**config.mk**
```make
export PLATFORM = sky130hd
export DESIGN_NAME = ext_obi_demux
export DESIGN_NICKNAME = d
export VERILOG_FILES = /design/src/rtl/addr_map_rule_pkg.sv /design/src/rtl/ext_obi_demux_pkg.sv /design/src/rtl/ext_obi_err_slave.sv /design/src/rtl/ext_obi_demux.sv
export SDC_FILE = /design/constraint.sdc
export NUM_CORES = 1
export LEC_CHECK = 0
export ABC_AREA = 1
export ABC_CLOCK_PERIOD_IN_PS = 1950
export BUFFER_PORTS_ARGS = -buffer_cell sky130_fd_sc_hd__buf_2
export CAP_MARGIN = 20
export CORE_AREA = 3 3 101 103
export CTS_BUF_LIST = sky130_fd_sc_hd__clkbuf_8 sky130_fd_sc_hd__clkbuf_16
export DETAILED_ROUTE_END_ITERATION = 8
export DIE_AREA = 0 0 104 106
export HOLD_SLACK_MARGIN = 0.1
export PLACE_DENSITY = 0.62
export SLEW_MARGIN = 20
export SYNTH_ARGS = -nofsm -noshare
export SYNTH_HDL_FRONTEND = slang
export SYNTH_SLANG_ARGS = --single-unit
export TNS_END_PERCENT = 1
```
**constraint.sdc**
```tcl
create_clock -name clk_i -period 1.95 [get_ports clk_i]
set_input_delay 0 -clock clk_i [delete_from_list [all_inputs] [get_ports clk_i]]
set_output_delay 0 -clock clk_i [all_outputs]
set_load 0.03 [all_outputs]
```
**src/rtl/addr_map_rule_pkg.sv**
```systemverilog
// Address-map rule type shared by interconnect decoders.
package addr_map_rule_pkg;
  typedef struct packed {
    logic [31:0] idx;
    logic [31:0] start_addr;
    logic [31:0] end_addr;
  } addr_map_rule_t;
endpackage

```
**src/rtl/ext_obi_demux_pkg.sv**
```systemverilog
// Testharness-side constants for the external OBI slave demux: slave indices,
// default address windows and the error-response data word.
package ext_obi_demux_pkg;
  import addr_map_rule_pkg::*;

  localparam int          EXT_NSLAVE              = 2;
  localparam logic [31:0] EXT_SLAVE_START_ADDRESS = 32'h2000_0000;
  localparam logic [31:0] EXT_SLAVE_SIZE          = 32'h0000_0100;
  localparam logic [31:0] EXT_SLAVE0_IDX          = 32'd0;
  localparam logic [31:0] EXT_SLAVE1_IDX          = 32'd1;
  localparam logic [31:0] EXT_ERR_RDATA           = 32'hBADC_AB1E;

  // Two contiguous windows; end addresses are exclusive.
  localparam addr_map_rule_t [EXT_NSLAVE-1:0] EXT_DEFAULT_RULES = {
    addr_map_rule_t'{idx:        EXT_SLAVE1_IDX,
                     start_addr: EXT_SLAVE_START_ADDRESS + EXT_SLAVE_SIZE,
                     end_addr:   EXT_SLAVE_START_ADDRESS + (EXT_SLAVE_SIZE << 1)},
    addr_map_rule_t'{idx:        EXT_SLAVE0_IDX,
                     start_addr: EXT_SLAVE_START_ADDRESS,
                     end_addr:   EXT_SLAVE_START_ADDRESS + EXT_SLAVE_SIZE}
  };
endpackage

```
**src/rtl/ext_obi_err_slave.sv**
```systemverilog
// Error target: answers every granted request one cycle later with the
// error data word.
module ext_obi_err_slave
  import ext_obi_demux_pkg::*;
(
  input  logic        clk_i,
  input  logic        rst_ni,
  input  logic        req_i,
  output logic        rvalid_o,
  output logic [31:0] rdata_o
);
  logic r_vld;

  always_ff @(posedge clk_i or negedge rst_ni) begin
    if (!rst_ni) r_vld <= 1'b0;
    else         r_vld <= req_i;
  end

  assign rvalid_o = r_vld;
  assign rdata_o  = r_vld ? EXT_ERR_RDATA : '0;
endmodule

```
**src/rtl/ext_obi_demux.sv**
```systemverilog
// One-master to NSLAVE OBI demux with in-order response tracking.
// EXT_OBI_DEMUX_ERR_RESP_EN: unmapped addresses go to an internal error slave
// (err_o, decode_err_cnt_o); otherwise they are routed to slave 0.
module ext_obi_demux
  import addr_map_rule_pkg::*;
  import ext_obi_demux_pkg::*;
#(
  parameter int                          NSLAVE          = EXT_NSLAVE,
  parameter int                          MAX_OUTSTANDING = 4,
  parameter addr_map_rule_t [NSLAVE-1:0] ADDR_RULES      = EXT_DEFAULT_RULES
) (
  input  logic                   clk_i,
  input  logic                   rst_ni,
  input  logic                   req_i,
  input  logic [31:0]            addr_i,
  input  logic                   we_i,
  input  logic [3:0]             be_i,
  input  logic [31:0]            wdata_i,
  output logic                   gnt_o,
  output logic                   rvalid_o,
  output logic [31:0]            rdata_o,
  output logic                   err_o,
  output logic [NSLAVE-1:0]      slv_req_o,
  output logic [31:0]            slv_addr_o,
  output logic [31:0]            slv_wdata_o,
  output logic                   slv_we_o,
  output logic [3:0]             slv_be_o,
  input  logic [NSLAVE-1:0]      slv_gnt_i,
  input  logic [NSLAVE-1:0]      slv_rvalid_i,
  input  logic [NSLAVE-1:0][31:0] slv_rdata_i,
  output logic [15:0]            decode_err_cnt_o
);
  localparam int TW = $clog2(NSLAVE + 1);
  localparam int CW = $clog2(MAX_OUTSTANDING + 1);

  logic [CW-1:0] r_cnt;
  logic [TW-1:0] r_last;
  logic [TW-1:0] w_tgt;
  logic          w_allow, w_is_err, w_sgnt, w_gnt;
  logic          w_srv, w_rvalid, w_err_rv;
  logic [31:0]   w_srdata, w_err_rdata;

  // Lowest-numbered matching rule wins, so scan downward and let later hits override.
  always_comb begin
`ifdef EXT_OBI_DEMUX_ERR_RESP_EN
    w_tgt = TW'(NSLAVE);
`else
    w_tgt = '0;
`endif
    for (int i = NSLAVE - 1; i >= 0; i--)
      if (addr_i >= ADDR_RULES[i].start_addr && addr_i < ADDR_RULES[i].end_addr)
        w_tgt = ADDR_RULES[i].idx[TW-1:0];
  end

  // Mixing targets while responses are pending could reorder them, so only
  // the last target may be issued to until the pipe drains.
  assign w_allow = (r_cnt < CW'(MAX_OUTSTANDING)) && (r_cnt == '0 || w_tgt == r_last);

  always_comb begin
    w_sgnt    = 1'b0;
    w_srv     = 1'b0;
    w_srdata  = '0;
    slv_req_o = '0;
    for (int i = 0; i < NSLAVE; i++) begin
      slv_req_o[i] = rst_ni && w_allow && req_i && (w_tgt == TW'(i));
      if (w_tgt == TW'(i)) w_sgnt = slv_gnt_i[i];
      if (r_last == TW'(i)) begin
        w_srv    = slv_rvalid_i[i];
        w_srdata = slv_rdata_i[i];
      end
    end
  end

`ifdef EXT_OBI_DEMUX_ERR_RESP_EN
  logic [15:0] r_dec_cnt;

  assign w_is_err = (w_tgt == TW'(NSLAVE));

  ext_obi_err_slave u_err_slave (
    .clk_i    (clk_i),
    .rst_ni   (rst_ni),
    .req_i    (w_gnt && w_is_err),
    .rvalid_o (w_err_rv),
    .rdata_o  (w_err_rdata)
  );

  always_ff @(posedge clk_i or negedge rst_ni) begin
    if (!rst_ni)
      r_dec_cnt <= '0;
    else if (w_gnt && w_is_err && r_dec_cnt != 16'hFFFF)
      r_dec_cnt <= r_dec_cnt + 16'd1;
  end

  assign decode_err_cnt_o = r_dec_cnt;
  assign err_o            = rst_ni && w_err_rv;
`else
  assign w_is_err         = 1'b0;
  assign w_err_rv         = 1'b0;
  assign w_err_rdata      = '0;
  assign decode_err_cnt_o = '0;
  assign err_o            = 1'b0;
`endif

  assign w_gnt    = rst_ni && w_allow && req_i && (w_is_err || w_sgnt);
  assign w_rvalid = rst_ni && (w_err_rv || (w_srv && r_cnt != '0));

  assign gnt_o    = w_gnt;
  assign rvalid_o = w_rvalid;
  assign rdata_o  = !w_rvalid ? '0 : (w_err_rv ? w_err_rdata : w_srdata);

  assign slv_addr_o  = addr_i;
  assign slv_wdata_o = wdata_i;
  assign slv_we_o    = we_i;
  assign slv_be_o    = be_i;

  always_ff @(posedge clk_i or negedge rst_ni) begin
    if (!rst_ni) begin
      r_cnt  <= '0;
      r_last <= '0;
    end else begin
      if (w_gnt) r_last <= w_tgt;
      if (w_gnt && !w_rvalid)      r_cnt <= r_cnt + 1'b1;
      else if (!w_gnt && w_rvalid) r_cnt <= r_cnt - 1'b1;
    end
  end
endmodule
```
* Word level (Yosys, flattened, before mapping)
Cells that the tools add are included.
** Word-level totals
- Flip-flop bits (word level) :: 5
- Bits of input ports :: 140
- Logic and storage cells :: 43
** Cells by class
- Add/subtract/negate cells :: 2
- $lt $le $gt $ge :: 5
- Eq/ne operators :: 3
- Multiplexer cells :: 11
- Reduce and logical (&&, ||, !) cells :: 20
** Operators by type and width (count)
- 32-bit 2-to-1 mux :: 3
- 32-bit by 30-bit greater-or-equal comparator with 1-bit output (second input constant) :: 2
- 32-bit by 30-bit < comparator with 1-bit output (second input constant) :: 2
- 1-bit logical AND :: 12
- 1-bit 2-to-1 mux :: 6
- 3-bit 2-to-1 mux :: 2
- 2-bit by 1-bit equality test with 1-bit output (second input constant) :: 2
- 2-bit logical NOT :: 2
- 3-bit by 1-bit adder with 3-bit output (second input constant) :: 1
- 3-bit logical NOT :: 1
- 3-bit < comparator (second input constant) :: 1
- 3-bit nonzero test :: 1
- 3-bit by 1-bit subtractor with 3-bit output (second input constant) :: 1
- 2-bit equality test :: 1
- 1-bit logical NOT :: 2
- 2-bit nonzero test :: 1
- 1-bit logical OR :: 1

* Depth between registers and ports, before layout
- Depth in word-level cells :: 14
- Depth in mapped cells :: 15
- Mapped depth without buffers :: 15

* Worst setup path before layout
No wires, ideal clock.
- Path kind :: reg2reg
- Start :: register r_last[0]
- End :: register r_cnt[1]
- Setup time :: 125 ps
- Data arrival time :: 2299 ps
- Data required time :: 1825 ps
- Setup slack :: -474 ps
- Cell stages (with the launch flop) :: 10
- Buffers on the path :: 2
- Period minus slack after synthesis :: 2424 ps
- Cells stage by stage :: dfrtp_1 -> buf_4 -> mux2i_1 -> nor3_2 -> inv_2 -> buf_6 -> ha_1 -> inv_1 -> fa_1 -> mux2_2
** On the way
- Elaborated cells on any way between the ends :: 18
** RTL lines
- start: declaration :: RTL line ext_obi_demux.sv:37 : logic [TW-1:0] r_last;
- start signal: assignment :: RTL line ext_obi_demux.sv:121 : if (w_gnt) r_last <= w_tgt;
- 2-bit logical NOT :: RTL line ext_obi_demux.sv:67 : if (r_last == TW'(i)) begin
- 1-bit 2-to-1 mux :: RTL line ext_obi_demux.sv:67
- 1-bit 2-to-1 mux (*) :: RTL line ext_obi_demux.sv:67
- 1-bit logical AND (*) (2 in a row) :: RTL line ext_obi_demux.sv:105 : assign w_rvalid = rst_ni && (w_err_rv || (w_srv && r_cnt != '0));
- via rvalid_o :: RTL line ext_obi_demux.sv:20 : output logic rvalid_o,
- 1-bit logical NOT :: RTL line ext_obi_demux.sv:122 : if (w_gnt && !w_rvalid) r_cnt <= r_cnt + 1'b1;
- 1-bit logical AND :: RTL line ext_obi_demux.sv:122
- 3-bit 2-to-1 mux / 2-bit nonzero test (equally long branches)
- end signal: assignment :: RTL line ext_obi_demux.sv:122
- end signal: assignment :: RTL line ext_obi_demux.sv:123 : else if (!w_gnt && w_rvalid) r_cnt <= r_cnt - 1'b1;
- end: declaration :: RTL line ext_obi_demux.sv:36 : logic [CW-1:0] r_cnt;
Mark *: on every way through the listed nets, which the timed path passes. The rest lies on a longest branch.
A chain may end at the register's enable or synchronous reset.

* Worst setup path in the final report
- Start :: register r_cnt[0]
- End :: register r_cnt[2]
** On the way
- Cells in the longest elaborated chain, start to end :: 9
- Elaborated cells on any way between the ends :: 19
** RTL lines
- branches (longest 9 deep; another with 3-bit < comparator)
Parallel ways; which one is timed is not known. The select of a mux whose other input is x is not followed.

==> qor.yml <==
clock_latency_ps: 220
p_int_mw: 0.614
mostFrequentLayoutCell: "buf_2"
die_w_um: 104
drive_gt1_frac: 0.537
syn_to_final_growth_pct: 58.3
drt-wirelength-per-cell_um: 11.9
status: "completed"
critPathKind: "flip-flop to flip-flop"
cts_buffers: 3
core_um2: 9280
hold_viol: 0
dr.pass1.iters: 4
overflow: 0
fin_tns_setup_ps: 0
grt_antenna_before_repair: 0
p_per_area_nw_per_um2: 495
cts.clk_slew.worst_paths_ps: 30
period_needed_ps: 1930
clkPwrFrac: 0.138
synth_area_um2: 1610
ys_types: 23
r2r_cells: 11
grt_usage: 0.0962
ir_drop_v: 0.000146
critPathArrivalTime_ps: 2030
rsz0062_at_grt: "yes"
grt_max_degree: 33
yosys_warnings: 0
wirelength_um: 6220
grt_first_pass_wirelength_um: 8860
die_area_um2: 11000
fillerInstances: 1018
place_congestion: 0.728
first_iter_violations: 82
sw_frac_of_total: 0.514
cts_tree: "done"
setup_ws_ps: 16.7
power_switching_mw: 0.650
clockBufferDepth: 2
rrSetupSlack_ps: 20
die_h_um: 106
ctsRootBufferMaster: "clkbuf_8"
grt_pass1_vias: 1896
pre_cts_slack_ps: -224
diodes: 0
num_rows: 35
synth-seq-cells: 4
num-nets-final: 539
io_pins: 262
drc_errors: 0
worstPathRequired_ps: 2040
layout_common_cells: "154 x buf_2, 76 x nand2_1, 47 x dlygate4sd3_1, 29 x a21oi_2, 17 x conb_1"
dp_hpwl_um: 4490
start_util: 0.174
drv_slew: 0
cts.sinks: 4
end_kind: "flip-flop"
worst_slew_pin_slew_ps: 527
finalSetupViolCount: 0
r2r-start: "r_cnt[0]"
cp-start-kind: "flip-flop"
max_slew_margin: 0.649
r2r-end: "r_cnt[2]"
seqPwrFrac: 0.111
fin_hold_ws_ps: 130
htree_num_levels: 1
p_comb_frac: 0.751
ant_nets: 0
cap_violations: 0
p_leak_nw: 1.40
ys_seq_area_frac: 0.0621
avgSynthCellArea_um2: 6.32
drt-vias-per-instance: 3.74
power_mw: 1.26
skew_ps: 0.374
hp-class: "primary input to async pin"
numPortBuffers: 154
critical_path.max_fanout: 2
postSynthCellCount: 255
vias: 1961
fmax_ghz: 0.517
period_share: 0.991
==> metrics by stage <==
step	util	area, um^2	std cells
after CTS	0.273	2540	522
after floorplan	-	1680	271
after global routing	0.275	2550	524
after global placement	0.214	1990	469
after detailed placement	0.214	1990	469
final	0.275	2550	524
==> routing by layer <==
| layer | track usage | wire length (um) | vias to the layer above |
|---|---|---|---|
| li1 | - | - | 971 |
| met1 | 0.0882 | 2010 | 842 |
| met2 | 0.204 | 3540 | 146 |
| met3 | 0.0261 | 641 | 2 |
| met4 | 0.0247 | 27 | 0 |
| met5 | 0 | 0 | - |
==> worst max-delay path by stage <==
| stage | from | to | slack [ps] | cells past startpoint |
|---|---|---|---|---|
| after CTS | r_cnt[2] | r_cnt[2] | 0.9 | 11 |
| after global routing | r_cnt[0] | r_cnt[2] | -60 | 11 |
| after floorplan | r_last[0] | r_cnt[1] | -330 | 9 |
| final | r_cnt[0] | r_cnt[2] | 20 | 11 |
| after global placement | addr_i[13] | r_cnt[2] | -120 | 14 |
| after detailed placement | addr_i[13] | r_cnt[2] | -220 | 14 |
==> sequential cells by signal, indices dropped and copies added, names as in the netlist <==
| name | count |
|---|---|
| r_last | 1 |
| r_cnt | 3 |
==> critical path, cell delays in order, from the launching register on <==
cell and delay [ps]:
dfrtp_1 380, nor3_2 210, buf_4 140, buf_4 100
nor3_4 40, inv_2 60, ha_2 160, inv_2 40
fa_2 330, a21oi_1 120, o21ai_1 90, xor2_1 140
==> layout make-up <==
class / count / area, um^2 / area share
clock buffer: 3 / 41.3 / 0.0162
inverter: 14 / 52.6 / 0.0206
multi-input combinational: 157 / 837 / 0.328
sequential: 4 / 100 / 0.0392
tap: 129 / 161 / 0.0632
timing repair buffer: 217 / 1360 / 0.533
==> cell usage after synthesis <==
cell type	instances	share of area
inv_1	13	0.030
mux2i_1	1	0.0062
buf_6	3	0.021
conb_1	1	0.0023
dfrtp_1	4	0.062
mux2_2	1	0.0070
ha_1	1	0.0078
nand2_1	76	0.18
fa_1	1	0.012
nand4_1	2	0.0078
inv_2	1	0.0023
and3_1	1	0.0039
nand3_1	4	0.012
clkbuf_1	6	0.014
nor3_2	1	0.0062
a21oi_2	29	0.16
xor2_1	1	0.0054
o21ai_0	2	0.0062
buf_4	87	0.40
a21oi_1	4	0.012
nor2_1	14	0.033
xnor2_1	1	0.0054
nor3_1	1	0.0031
==> power by group through the flow <==
stage               registers (mW)  clock network [mW]  logic, mW
global route                 0.142               0.184       1.02
floorplan                    0.148                   0      0.686
finish                       0.140               0.174      0.949
CTS                          0.140               0.178      0.941
global placement             0.139                   0      0.714
detailed placement           0.141                   0      0.726
==> kinds of logic after synthesis <==
logic type | synth area share
buffers and inverters | 0.472
AND/OR/NAND/NOR | 0.243
other | 0.00233
AO/OA/AOI/OAI | 0.176
XOR/XNOR | 0.0109
flip-flops | 0.0621
multiplexers | 0.0132
adder cells (fa/ha/maj) | 0.0202
==> repair_timing <==
| action | 4_1_cts | 5_1_grt |
|---|---|---|
| gates resized for setup | 6 | 1 |
| setup buffers | 3 | 2 |
| hold endpoints to repair | 50 | 0 |
| hold buffers | 47 | 0 |
| pin swaps | 2 | 3 |
| setup endpoints to repair | 2 | 9 |
Power figures use the tool's default switching activity.
